**src/rtl/contador_mn_pkg.sv**
```systemverilog
// Shared constants and helpers for the contador_mn counter family.
package contador_mn_pkg;

  localparam logic SOBE  = 1'b0;
  localparam logic DESCE = 1'b1;

  localparam int WRAP   = 0;
  localparam int SATURA = 1;

  function automatic int clog2(input int valor);
    int r;
    r = 0;
    while ((1 << r) < valor) r++;
    return r;
  endfunction

endpackage

```
**src/rtl/prescaler_m.sv**
```systemverilog
// Divide-by-P enable prescaler: tick strobes once per P cycles with conta high.
module prescaler_m #(
  parameter int P = 1
) (
  input  logic clock,
  input  logic zera_n,
  input  logic zera_s,
  input  logic conta,
  output logic tick
);
  import contador_mn_pkg::*;

  localparam int W = (clog2(P) > 1) ? clog2(P) : 1;
  localparam logic [W-1:0] PRE_MAX = W'(P - 1);

  logic [W-1:0] pre_reg;
  logic [W-1:0] pre_next;

  assign tick = conta & (pre_reg == PRE_MAX);

  always_comb begin
    pre_next = pre_reg;
    if (zera_s)
      pre_next = '0;
    else if (tick)
      pre_next = '0;
    else if (conta)
      pre_next = pre_reg + 1'b1;
  end

  always_ff @(posedge clock or negedge zera_n) begin
    if (!zera_n)
      pre_reg <= '0;
    else
      pre_reg <= pre_next;
  end

endmodule

```
**src/rtl/contador_mn.sv**
```systemverilog
// Modulo-M up/down counter with prescaler, load/clear, wrap or saturate mode
// and boundary status flags.
module contador_mn #(
  parameter int M      = 100,
  parameter int N      = 7,
  parameter int P      = 1,
  parameter int SATURA = 0
) (
  input  logic         clock,
  input  logic         zera_n,
  input  logic         zera_s,
  input  logic         carrega,
  input  logic [N-1:0] D,
  input  logic         conta,
  input  logic         desce,
  output logic [N-1:0] Q,
  output logic         tick,
  output logic         fim,
  output logic         inicio,
  output logic         meio,
  output logic         tc
);
  import contador_mn_pkg::*;

  localparam logic [N-1:0] Q_MAX  = N'(M - 1);
  localparam logic [N-1:0] Q_MEIO = N'(M / 2);
  localparam logic [N:0]   M_EXT  = (N + 1)'(M);

  logic [N-1:0] q_reg;
  logic [N-1:0] q_next;
  logic [N-1:0] d_clamp;
  logic         tc_reg;
  logic         tc_next;

  // A load also restarts the prescaler so partial progress is discarded.
  prescaler_m #(
    .P(P)
  ) u_prescaler (
    .clock  (clock),
    .zera_n (zera_n),
    .zera_s (zera_s | carrega),
    .conta  (conta),
    .tick   (tick)
  );

  // Out-of-range loads clamp to the top of the range.
  assign d_clamp = ({1'b0, D} >= M_EXT) ? Q_MAX : D;

  always_comb begin
    q_next  = q_reg;
    tc_next = 1'b0;
    if (zera_s) begin
      q_next = '0;
    end else if (carrega) begin
      q_next = d_clamp;
    end else if (tick) begin
      if (desce == SOBE) begin
        if (q_reg == Q_MAX) begin
          tc_next = 1'b1;
          if (SATURA == WRAP)
            q_next = '0;
        end else begin
          q_next = q_reg + 1'b1;
        end
      end else begin
        if (q_reg == '0) begin
          tc_next = 1'b1;
          if (SATURA == WRAP)
            q_next = Q_MAX;
        end else begin
          q_next = q_reg - 1'b1;
        end
      end
    end
  end

  always_ff @(posedge clock or negedge zera_n) begin
    if (!zera_n) begin
      q_reg  <= '0;
      tc_reg <= 1'b0;
    end else begin
      q_reg  <= q_next;
      tc_reg <= tc_next;
    end
  end

  assign Q      = q_reg;
  assign tc     = tc_reg;
  assign fim    = (q_reg == Q_MAX);
  assign inicio = (q_reg == '0);
  assign meio   = (q_reg == Q_MEIO);

endmodule

```
**config.mk**
```make
export PLATFORM = sky130hd
export DESIGN_NAME = contador_mn
export DESIGN_NICKNAME = d
export VERILOG_FILES = /design/src/rtl/contador_mn_pkg.sv /design/src/rtl/prescaler_m.sv /design/src/rtl/contador_mn.sv
export SDC_FILE = /design/constraint.sdc
export NUM_CORES = 1
export LEC_CHECK = 0
export ABC_CLOCK_PERIOD_IN_PS = 3700
export BUFFER_PORTS_ARGS = -buffer_cell sky130_fd_sc_hd__buf_2
export CAP_MARGIN = 25
export CORE_UTILIZATION = 42
export CTS_CLUSTER_DIAMETER = 60
export DETAILED_ROUTE_END_ITERATION = 8
export HOLD_SLACK_MARGIN = 0.15
export PLACE_DENSITY = 0.66
export RECOVER_POWER = 25
export SLEW_MARGIN = 20
export SYNTH_ARGS = -nofsm -noshare
export SYNTH_HDL_FRONTEND = slang
export SYNTH_HIERARCHICAL = 1
export SYNTH_SLANG_ARGS = --single-unit
```
**constraint.sdc**
```tcl
create_clock -name clock -period 3.7 [get_ports clock]
set_input_delay 1.11 -clock clock [delete_from_list [all_inputs] [get_ports clock]]
set_output_delay 1.11 -clock clock [all_outputs]
set_load 0.02 [all_outputs]
```
==> reports/metrics.yaml <==
status: "completed"
worst_clock_skew_ps: 6.56
leakage_nw: 0.460
start_kind: "input port"
synth_top_area_cell: "dfrtp_1"
dieWidth_um: 46.9
vias: 894
grt_pass1_wl_mm: 3.44
whs_ps: 509
antenna_found_initial: 0
largest_reg_flops: 7
syn_inst: 101
cts_inserted_buffers: 3
clock-sinks: 9
path_delay_family: "buffers and inverters"
crit_fanout: 10
cts_tree: "built"
wl_per_cell_um: 14.5
tightest_slew_ps: 515
cp-end-kind: "output port"
fin_crit_ps: 2760
synth-edff-count: 0
grt_max_degree: 16
grt_setup_unrepaired: "false"
io_buffers: 24
timing.rr.end: "Q[2]"
gp_routability_congestion: 0.848
cp.depth: 3
yosys_most_used_dff: "dfrtp_1"
die_h_um: 46.9
hp-class: "register to register"
ys_top_cells_by_area: "dfrtp_1, ha_1, nand2_1"
clock_path_buffers: 2
path_cells: "buf_2 > and2b_2 > buf_2"
placementRows: 15
seq_area_frac_synth_pct: 26.6
startpoint: "conta"
r2r_start: "Q[0]"
final_nets: 142
fmax_mhz: 363
setup.worst_path.class: "input port to output port"
multi_input_area_um2: 566
insertion_delay_ps: 270
cp_data_arrival_time_ps: 1650
power_uw: 326
dr.pass1.iters: 4
syn_avg_cell_area_um2: 8.39
synth-seq-cells: 9
floorplan.initialDensity_pct: 47.0
max_slew_margin_pct: 65.7
synth_nets: 118
yosys_warnings: 6
cts.repair.resized: 0
drt_iter0_drc: 16
clk_pin_slew_worst_paths_ps: 60
htreeDepth: 1
vias_per_cell: 6.00
slowest_delay_ps: 250
grt_pass1_vias: 765
dpl.hpwl_mm: 1.58
async_flop_share_pct: 100
grt_usage_pct: 22.4
clockRootBuffer: "clkbuf_4"
finalMaxSlewViolations: 0
nFillCells: 180
layout.area.seq_um2: 225
core_um2: 1800
syn_area_um2: 847
r2r_slack_ps: 1740
mostFrequentLayoutCell: "buf_2"
overflow: 0
mostFrequentLayoutCells: "buf_2, dfrtp_1, nand2_1"
ir_drop_v: 0.000206
holdBufCountCts: 0
ant_nets: 0
setup_tns_ps: 0
dieArea_um2: 2200
area_growth_pct: 17.3
crit_top_cell: "buf_2"
n_antenna_cell: 0
worst_path_max_delay_cell: "and2b_2"
synth_top_area_share_pct: 26.6
crit_required_ps: 2590
critPathCapture: "tick"
setup_viol: 0
drive_gt1_share_pct: 27.4
post_cts_buffers: 0
power.density_nw_per_um2: 329
cap_violations: 0
hold_viol: 0
totalWireLength_mm: 2.16
fin_crit_sh_pct: 74.5
synthDistinctLibCells: 49
rr_worst_depth: 7
drcViolationCount: 0
pin_count: 25
crit_buf_inv: 2
## worst register-to-register path: cells and delay by family, from the launching register on
| kind | cells | cell delay [ps] |
|---|---|---|
| flip-flops | 1 | 470 |
| buffers and inverters | 1 | 140 |
| AO/OA/AOI/OAI | 2 | 450 |
| AND/OR/NAND/NOR | 3 | 540 |
| adder cells (fa/ha/maj) | 1 | 240 |
## cells by family after synthesis
logic type | after synthesis | synth area share [%]
simple gates | 40 | 30.7
compound gates | 33 | 26.9
buf+inv | 12 | 6.65
flops | 9 | 26.6
fa+ha+maj | 4 | 5.91
xor+xnor | 2 | 2.07
mux | 1 | 1.18
## per-stage QoR
| step | utilization [%] | instances | cell area [um2] | setup slack (ps) |
|---|---|---|---|---|
| 6_report | 55.1 | 149 | 993 | 944 |
| 3_3_place_gp | 53.8 | 145 | 968 | 953 |
| 2_1_floorplan | - | 101 | 847 | 1010 |
| 3_5_place_dp | 53.8 | 145 | 968 | 946 |
| 4_1_cts | 55.2 | 149 | 995 | 946 |
| 5_1_grt | 55.1 | 149 | 993 | 871 |
## final cells by class
class / count / area share (%)
inverter: 7 / 2.64
tap: 25 / 3.15
sequential: 9 / 22.7
timing repair buffer: 24 / 12.0
multi-input combinational: 80 / 56.9
clock buffer: 4 / 2.64
## power by group
group	switching, mW	internal, mW
registers	0.0205	0.106
logic	0.0701	0.0499
clock network	0.0383	0.0418
total	0.129	0.198
## synthesized netlist by cell type, types with 2 or more instances
library cell,count
a31oi_1,3
nand2_1,9
a21oi_1,6
o31ai_1,2
dfrtp_1,9
nor2_1,4
nand3_1,2
inv_1,7
ha_1,4
buf_2,3
o21ai_1,4
o21ai_0,3
and4b_1,2
o22ai_1,2
and3_1,3
nor3_1,5
## how the worst min path moves through the flow
stage / depth (start not counted) / startpoint / to
3_3_place_gp: 1 / u_prescaler/pre_reg / u_prescaler/pre_reg
5_1_grt: 1 / u_prescaler/pre_reg / u_prescaler/pre_reg
4_1_cts: 1 / u_prescaler/pre_reg / u_prescaler/pre_reg
3_5_place_dp: 1 / u_prescaler/pre_reg / u_prescaler/pre_reg
2_1_floorplan: 1 / u_prescaler/pre_reg / u_prescaler/pre_reg
6_report: 1 / u_prescaler/pre_reg / u_prescaler/pre_reg
## metal layers
metal	track usage (%)	up-vias	share of wire, %
met3	6.54	8	4.7
li1	-	432	-
met5	0	-	0
met2	34.7	27	47
met1	28.9	427	46
met4	10.3	0	2.5
(Power assumes the default switching activity.)
